<file path="src/rtl/uart_cmd_framer.sv">
// uart_cmd_framer
//   Assembles the UART RX byte stream into 5-byte command frames
//   (cmd, addrLsb, addrMsb, dataLsb, dataMsb) for spi_master_top.
//   A complete frame is published on the o_* outputs together with a
//   1-cycle cmdUpdate strobe.  A partial frame whose inter-byte gap
//   exceeds TIMEOUT_CLKS is discarded and flagged on frame_err.
//
// Ports
//   clk40M       in   system clock, 40 MHz
//   nRst         in   asynchronous active-low reset
//   rx_dv        in   1-cycle strobe, rx_byte valid
//   rx_byte      in   received byte
//   i_dst_ready  in   downstream can take a frame (tie 1 when unused)
//   cmdUpdate    out  1-cycle strobe, o_* hold a new complete frame
//   o_cmd        out  frame byte 0
//   o_addrLsb    out  frame byte 1
//   o_addrMsb    out  frame byte 2
//   o_dataLsb    out  frame byte 3
//   o_dataMsb    out  frame byte 4
//   frame_err    out  1-cycle strobe, partial frame dropped on timeout
//   overrun      out  1-cycle strobe, byte dropped while a frame is pending
module uart_cmd_framer #(
   parameter int unsigned TIMEOUT_CLKS = 40000,
   parameter int unsigned FRAME_BYTES  = 5
) (
   input  logic       clk40M,
   input  logic       nRst,
   input  logic       rx_dv,
   input  logic [7:0] rx_byte,
   input  logic       i_dst_ready,
   output logic       cmdUpdate,
   output logic [7:0] o_cmd,
   output logic [7:0] o_addrLsb,
   output logic [7:0] o_addrMsb,
   output logic [7:0] o_dataLsb,
   output logic [7:0] o_dataMsb,
   output logic       frame_err,
   output logic       overrun
);

   localparam int unsigned CW       = $clog2(TIMEOUT_CLKS + 1);
   localparam logic [2:0]  LAST_IDX = 3'(FRAME_BYTES - 1);

   typedef enum logic [1:0] {
      IDLE    = 2'd0,
      COLLECT = 2'd1,
      PUBLISH = 2'd2
   } state_t;

   state_t        state_q, state_d;
   logic [2:0]    idx_q, idx_d;
   logic [CW-1:0] cnt_q, cnt_d;
   logic [7:0]    buf_q [4];
   logic [7:0]    buf_d [4];
   logic [7:0]    o_cmd_q, o_cmd_d;
   logic [7:0]    o_addr_lsb_q, o_addr_lsb_d;
   logic [7:0]    o_addr_msb_q, o_addr_msb_d;
   logic [7:0]    o_data_lsb_q, o_data_lsb_d;
   logic [7:0]    o_data_msb_q, o_data_msb_d;
   logic          frame_err_q, frame_err_d;
   logic          overrun_q, overrun_d;
   logic          cmd_update;

   // An overrun flagged in the cycle the downstream becomes ready holds the
   // publish off by one cycle so cmdUpdate and overrun never coincide.
   assign cmd_update = (state_q == PUBLISH) & i_dst_ready & ~overrun_q;

   always_comb begin
      state_d      = state_q;
      idx_d        = idx_q;
      cnt_d        = cnt_q;
      buf_d        = buf_q;
      o_cmd_d      = o_cmd_q;
      o_addr_lsb_d = o_addr_lsb_q;
      o_addr_msb_d = o_addr_msb_q;
      o_data_lsb_d = o_data_lsb_q;
      o_data_msb_d = o_data_msb_q;
      frame_err_d  = 1'b0;
      overrun_d    = 1'b0;

      case (state_q)
         IDLE: begin
            if (rx_dv) begin
               buf_d[0] = rx_byte;
               idx_d    = 3'd1;
               cnt_d    = CW'(TIMEOUT_CLKS);
               state_d  = COLLECT;
            end
         end

         COLLECT: begin
            if (rx_dv) begin
               cnt_d = CW'(TIMEOUT_CLKS);
               if (idx_q == LAST_IDX) begin
                  // Last byte bypasses the buffer and lands straight in o_*.
                  o_cmd_d      = buf_q[0];
                  o_addr_lsb_d = buf_q[1];
                  o_addr_msb_d = buf_q[2];
                  o_data_lsb_d = buf_q[3];
                  o_data_msb_d = rx_byte;
                  idx_d        = 3'd0;
                  state_d      = PUBLISH;
               end else begin
                  buf_d[idx_q[1:0]] = rx_byte;
                  idx_d             = idx_q + 3'd1;
               end
            end else if (cnt_q <= CW'(1)) begin
               // Gap expired: drop the partial frame, counter rests at 0.
               cnt_d       = '0;
               frame_err_d = 1'b1;
               idx_d       = 3'd0;
               state_d     = IDLE;
            end else begin
               cnt_d = cnt_q - CW'(1);
            end
         end

         PUBLISH: begin
            if (rx_dv) begin
               overrun_d = 1'b1;
            end
            if (cmd_update) begin
               state_d = IDLE;
            end
         end

         default: begin
            state_d = IDLE;
         end
      endcase
   end

   always_ff @(posedge clk40M or negedge nRst) begin
      if (!nRst) begin
         state_q      <= IDLE;
         idx_q        <= '0;
         cnt_q        <= '0;
         for (int unsigned i = 0; i < 4; i++) begin
            buf_q[i] <= '0;
         end
         o_cmd_q      <= '0;
         o_addr_lsb_q <= '0;
         o_addr_msb_q <= '0;
         o_data_lsb_q <= '0;
         o_data_msb_q <= '0;
         frame_err_q  <= 1'b0;
         overrun_q    <= 1'b0;
      end else begin
         state_q      <= state_d;
         idx_q        <= idx_d;
         cnt_q        <= cnt_d;
         buf_q        <= buf_d;
         o_cmd_q      <= o_cmd_d;
         o_addr_lsb_q <= o_addr_lsb_d;
         o_addr_msb_q <= o_addr_msb_d;
         o_data_lsb_q <= o_data_lsb_d;
         o_data_msb_q <= o_data_msb_d;
         frame_err_q  <= frame_err_d;
         overrun_q    <= overrun_d;
      end
   end

   assign cmdUpdate = cmd_update;
   assign o_cmd     = o_cmd_q;
   assign o_addrLsb = o_addr_lsb_q;
   assign o_addrMsb = o_addr_msb_q;
   assign o_dataLsb = o_data_lsb_q;
   assign o_dataMsb = o_data_msb_q;
   assign frame_err = frame_err_q;
   assign overrun   = overrun_q;

endmodule
</file>
<file path="config.mk">
export PLATFORM = sky130hd
export DESIGN_NAME = uart_cmd_framer
export DESIGN_NICKNAME = d
export VERILOG_FILES = /design/src/rtl/uart_cmd_framer.sv
export SDC_FILE = /design/constraint.sdc
export NUM_CORES = 1
export LEC_CHECK = 0
export ABC_AREA = 0
export BUFFER_PORTS_ARGS = -buffer_cell sky130_fd_sc_hd__buf_2
export CAP_MARGIN = 20
export CORE_UTILIZATION = 59
export CTS_BUF_LIST = sky130_fd_sc_hd__clkbuf_4 sky130_fd_sc_hd__clkbuf_8
export DETAILED_ROUTE_END_ITERATION = 8
export PLACE_DENSITY_LB_ADDON = 0.2
export SKIP_LAST_GASP = 1
export SLEW_MARGIN = 20
export SYNTH_ARGS = -nofsm -noshare
export SYNTH_HDL_FRONTEND = slang
export SYNTH_SLANG_ARGS = --single-unit
</file>
<file path="constraint.sdc">
create_clock -name clk40M -period 2.5 [get_ports clk40M]
set_input_delay 0.125 -clock clk40M [delete_from_list [all_inputs] [get_ports clk40M]]
set_output_delay 0.125 -clock clk40M [all_outputs]
set_load 0.05 [all_outputs]
</file>
== Word-level counts from Yosys, hierarchy flattened ==
Cells that the tools add are included.

* Bits in read-only memories: 0
* Bits in writable memories: 0
* Latch bits: 0
* Bits of input ports: 12
* Output and inout port bits: 43
* Bits in registers: 95
* Memories kept: 0
* Logic and storage cells: 69

* Shift operators: 0
* Multiply operators: 0
* Reduce and logical (&&, ||, !) cells: 9
* Div/mod/pow operators: 0
* Equal/unequal tests: 9
* Muxes and demuxes: 27
* $add $sub $neg: 2
* Magnitude comparators: 3
* Bitwise gates (word level): 5

{| class="wikitable"
|+ Operator list
! operator !! number
|-
| $mux W32 || 2
|-
| $mux W16 || 3
|-
| $bwmux W32 || 1
|-
| $pmux W16 S2 || 1
|-
| $demux W8 S2 || 1
|-
| $le A16 B1 Y1 const B || 1
|-
| $mux W8 || 2
|-
| $pmux W8 S2 || 1
|-
| $sub A16 B1 Y16 const B || 1
|-
| $mux W3 || 4
|-
| $mux W2 || 5
|-
| $reduce_and A3 Y1 || 3
|-
| $ne A2 B2 Y1 const B || 4
|-
| $reduce_and A4 Y1 || 2
|-
| $ne A3 B3 Y1 const B || 2
|-
| $pmux W2 S3 || 1
|-
| $pmux W3 S2 || 1
|-
| $mux W1 || 5
|-
| $add A3 B1 Y3 const B || 1
|-
| $eq A3 B3 Y1 const B || 1
|-
| $ge A3 B3 Y1 const B || 1
|-
| $lt A3 B1 Y1 const B || 1
|-
| $not A2 Y3 || 1
|-
| $and A1 B1 Y1 || 2
|-
| 7 further kinds || 8
|}

== Logic depth before layout (Yosys ltp) ==
* Depth in word-level cells: 9
* Depth in mapped cells: 8
* Gate-level depth less buffers: 7

== Worst setup path before layout ==
OpenSTA, ideal clock, no wires.

* Kind: register -> register
* Start point: reg overrun_q, in the netlist overrun
* End point: reg state_q[1]
* Required time: 2.292 ns
* Library setup time: 0.208 ns
* Buffers on the path: 0
* Stages on the path, launching flop included: 3
* Arrival time: 2.441 ns
* Clock period less this slack: 2.650 ns
* Setup slack: -0.150 ns
* Cells stage by stage: dfrtp_1 nor4b_1 o32ai_1

* Word-level cells in the longest chain between the ends: 4

{| class="wikitable"
|+ Ends and longest elaborated chain
! item !! RTL line !! RTL
|-
| from (decl) || 61 || <nowiki>logic overrun_q, overrun_d;</nowiki>
|-
| from (signal assigned) || 159 || <nowiki>overrun_q <= overrun_d;</nowiki>
|-
| $not A1 Y1 || 66 || <nowiki>assign cmd_update = (state_q == PUBLISH) & i_dst_ready & ~overrun_q;</nowiki>
|-
| $and A1 B1 Y1 || 66 ||
|-
| net cmdUpdate || 31 || <nowiki>output logic cmdUpdate,</nowiki>
|-
| $ne A2 B2 Y1 (no line) || n/a ||
|-
| $reduce_and A4 Y1 (no line) || n/a ||
|-
| to (signal assigned) || 149 || <nowiki>state_q <= state_d;</nowiki>
|-
| to (decl) || 50 || <nowiki>state_t state_q, state_d;</nowiki>
|}

The timed path passes the listed nets, and every way through them passes these cells.
A chain may end at the register's enable or synchronous reset.

== Worst setup path in the final report ==
* Start point: reg cnt_q[1]
* End point: reg cnt_q[12]

* Word-level cells in the longest chain between the ends: 4
* Elaborated cells between the ends (all ways): 5
* Classes of those cells: add/sub (1); order compare (1); mux (3)

{| class="wikitable"
|+ Ends and longest elaborated chain
! item !! RTL line !! RTL
|-
| from (decl) || 52 || <nowiki>logic [CW-1:0] cnt_q, cnt_d;</nowiki>
|-
| from (signal assigned) || 151 || <nowiki>cnt_q <= cnt_d;</nowiki>
|-
| $sub A16 B1 Y16 or $le A16 B1 Y1 (tied branches) || 114, 107 ||
|-
| $mux W16 * || 107 || <nowiki>end else if (cnt_q <= CW'(1)) begin</nowiki>
|-
| $mux W16 * || 92 || <nowiki>if (rx_dv) begin</nowiki>
|-
| $pmux W16 S2 * || 81 || <nowiki>case (state_q)</nowiki>
|}

Mark *: on every way between the ends. The rest lies on a longest branch, timed or not.

==> results by group <==
Timing
  • Max Transition Viols Final: 0
  • Setup TNS: 0 ns
  • Worst Skew: 0.0108 ns
  • Final setup vio count: 0
  • Period utilization: 90.6%
  • Final Hold Viols: 0
  • Crit path time final: 2.26 ns
  • Worst-Margin Slew: a little over 0.5 ns
  • Fmax achieved: 0.442 GHz
  • RSZ-0062 raised after global routing: false
  • Relative slew slack: 66.2%

Routing
  • Routed Antenna Nets: 0
  • DRT Pass-1 Iters: 7
  • DRC: 2
  • Total wire length: 7200 um
  • Drt initial violations: 127
  • Via density per instance: 5.74
  • Vias: 2525
  • WL/cell: 16.4 um

Finish
  • Design Area, Final: 4560 sq um
  • Area grow syn2layout: 15.2%
  • Filler cells: between 400 and 500
  • Fin nets: 376
  • Reg area: 2380 sq um
  • Antenna diodes: 0
  • Share of cells above drive strength 1: 43.0%
  • Area of the multi-input gates: 1530 sq um

Logic synthesis
  • Synth Area in Compound Gates: approximately 6.4%
  • Synth warn: 0
  • Async set-reset flop share out of synthesis: 100%
  • Top cells by count, synth: dfrtp_1 (95), mux2_2 (72), nand2_1 (15)
  • Synth Instances: 296
  • Cell Area, Synth: 3960 sq um
  • Synth Area per Inst: 13.4 sq um
  • #FFs+latches synth: 95
  • Top cell type's share of synthesized area: 60.1%
  • Mapped Nets: approximately 310
  • Yosys top cell by area: dfrtp_1
  • XOR/XNOR Fraction of Synth Area: 0%
  • Post-synth EDFFs: 0
  • Synth Area in Simple Gates: under 10%
  • Area contributors post-synth: dfrtp_1 (60%), mux2_2 (20%), ha_1 (1.9%)
  • Synth Area in Adders: 1.90%
  • Count leader, synth: dfrtp_1
  • Unique cell type count in the Yosys netlist: 41
  • Post-synthesis sequential area ratio: 60.1%
  • Largest family of logic cells by synthesized area: multiplexers
  • Mux share of post-synthesis cell area: between 20% and 30%
  • Most used DFF post-synth: dfrtp_1

Global routing
  • GRT Total Usage: 22.8%
  • Pin count of the biggest net entering global routing: 64
  • Grt ovf: 0
  • Vias in the first global route: 2524
  • Antenna violations before repair: 0
  • First-pass GRT wire length: between 10000 and 15000 um

Critical path
  • CP endpoint: cnt_q[12]$_DFFE_PN0P_
  • Critical Path End Type: flip-flop
  • Reg2reg path depth: 7
  • Worst R2R End: cnt_q[12]$_DFFE_PN0P_
  • Arrival @ worst endpoint: approximately 2.5 ns
  • Worst reg-to-reg setup slack: 0.24 ns
  • Reg-to-reg startpoint: cnt_q[1]$_DFFE_PN0P_
  • Worst-path fanout max: 6
  • CP Data Required Time: 2.77 ns
  • Crit Path Class: reg -> reg
  • CP Launch Type: flip-flop
  • Worst setup startpoint: cnt_q[1]$_DFFE_PN0P_

Pwr
  • Static Leakage: 2.12 nW
  • Worst VDD drop: 848 uV
  • Pwr Density: 1300 nW/um^2

Floorplanning
  • Initial Util: 61.6%
  • Die X: 83.9 um
  • Die ar.: 7040 sq um
  • Die height: ~84 um
  • Std-Cell Rows: 29
  • # IOs: 55
  • CORE AREA: 6420 sq um

Clock network
  • Num CTS Buffers: 9
  • Worst-skew pair later-pin latency: 0.36 ns
  • H-Tree Depth: 3
  • Root buf cell: clkbuf_8
  • Maximum root-to-sink buffer count: 2
  • Reg clk slew, reported paths: 0.10 ns
  • CTS Sinks: 95
  • CTS tree: done

Placement
  • GP Congestion: 0.854
  • Buffers on Ports: 54
  • DP Wirelength: 4830 um
  • Area after DPL: around 4400 sq um

Run status
  • Status: finished, violations left
  • Failing checks: DRC

Run
  • Number of max-cap violations: 0

Min path
  • Hold Path Class: in -> reg
==> area by class of cell <==
type | instances | share of cell area (%)
Sequential cell | 95 | 52.1
Multi-Input combinational cell | 185 | 33.6
Timing Repair Buffer | 61 | 7.74
Clock buffer | 9 | 2.72
Tap cell | 77 | 2.11
Clock inverter | 7 | 1.21
Inverter | 6 | 0.494
==> what timing repair did <==
| item | 4_1_cts | 5_1_grt |
|---|---|---|
| setup endpoints to repair | 0 | 2 |
| setup buffers | 0 | 0 |
| hold buffers | 1 | 0 |
| hold endpoints to repair | 32 | 0 |
| resized for setup | 0 | 1 |
==> cells in the final DEF, fill, tap and decap left out, types with 3 or more instances in the layout <==
cell type	n
dfrtp_1	95
nand3_1	11
nor3_1	6
nand2_1	14
nand2b_1	3
buf_2	53
inv_1	6
a21oi_1	9
o21ai_0	8
ha_1	6
or3_1	5
nor2_1	8
o31ai_1	4
buf_4	5
and3_1	3
clkbuf_8	9
nor3b_1	3
mux2_2	72
nor4_1	4
==> stage by stage <==
| step | std cells | util (%) | hold WS [ns] | setup slack, ns | total power [W] |
|---|---|---|---|---|---|
| final | 440 | 71.0 | 0.0506 | 0.235 | 0.00592 |
| after floorplan | 296 | - | -0.171 | 0.400 | 0.00439 |
| after CTS | 440 | 71.0 | 0.0379 | 0.230 | 0.00596 |
| after detailed placement | 423 | 68.0 | 0.103 | 0.252 | 0.00503 |
| after global placement | 423 | 68.0 | 0.0975 | 0.311 | 0.00495 |
| after global routing | 440 | 71.0 | 0.0539 | 0.0786 | 0.00626 |
==> per-layer routing <==
layer | part of all wire [%] | vias up | global-route usage (%)
met1 | 47 | 1257 | 32.2
met3 | 4.9 | 10 | 5.84
li1 | - | 1202 | -
met5 | 0 | - | 0
met2 | 47 | 56 | 34.3
met4 | 1.6 | 0 | 8.93
==> report_power, final <==
group	internal, W	switching [W]
sequential	0.00214	0.000364
clock	0.000374	0.000555
combinational	0.000894	0.00159
==> state kept, by name (all words and copies together), names as in the netlist <==
| name | cells |
|---|---|
| buf_q | 32 |
| cnt_q | 16 |
| o_addrLsb | 8 |
| o_addrMsb | 8 |
| o_cmd | 8 |
| o_dataLsb | 8 |
| o_dataMsb | 8 |
| idx_q | 3 |
| state_q | 2 |
| frame_err | 1 |
| overrun | 1 |
==> worst max-delay path: stages (launching register included) <==
cell	delay [ns]
dfrtp_1	0.39
inv_1	0.11
ha_1	0.21
or3b_2	0.52
or3_1	0.40
o31ai_1	0.22
a21oi_1	0.11
nor3b_1	0.21
==> cells by family (layout without fill, tap and decap cells) <==
| logic type | after synthesis | in the layout |
|---|---|---|
| compound gates | 38 | 38 |
| mux | 72 | 72 |
| flops | 95 | 95 |
| simple gates | 69 | 69 |
| fa+ha+maj | 6 | 6 |
| buf+inv | 16 | 83 |
==> worst min path at each step <==
stage                          start                    end  cells past startpoint
after detailed placement        nRst  cnt_q[14]$_DFFE_PN0P_                      1
after global routing      rx_byte[0]  buf_q[16]$_DFFE_PN0P_                      2
after global placement          nRst  cnt_q[13]$_DFFE_PN0P_                      1
final                     rx_byte[7]   buf_q[7]$_DFFE_PN0P_                      2
after floorplan                 nRst   buf_q[0]$_DFFE_PN0P_                      0
after CTS                 rx_byte[7]   buf_q[7]$_DFFE_PN0P_                      2
Note: power is estimated with default switching activity, not from simulation.
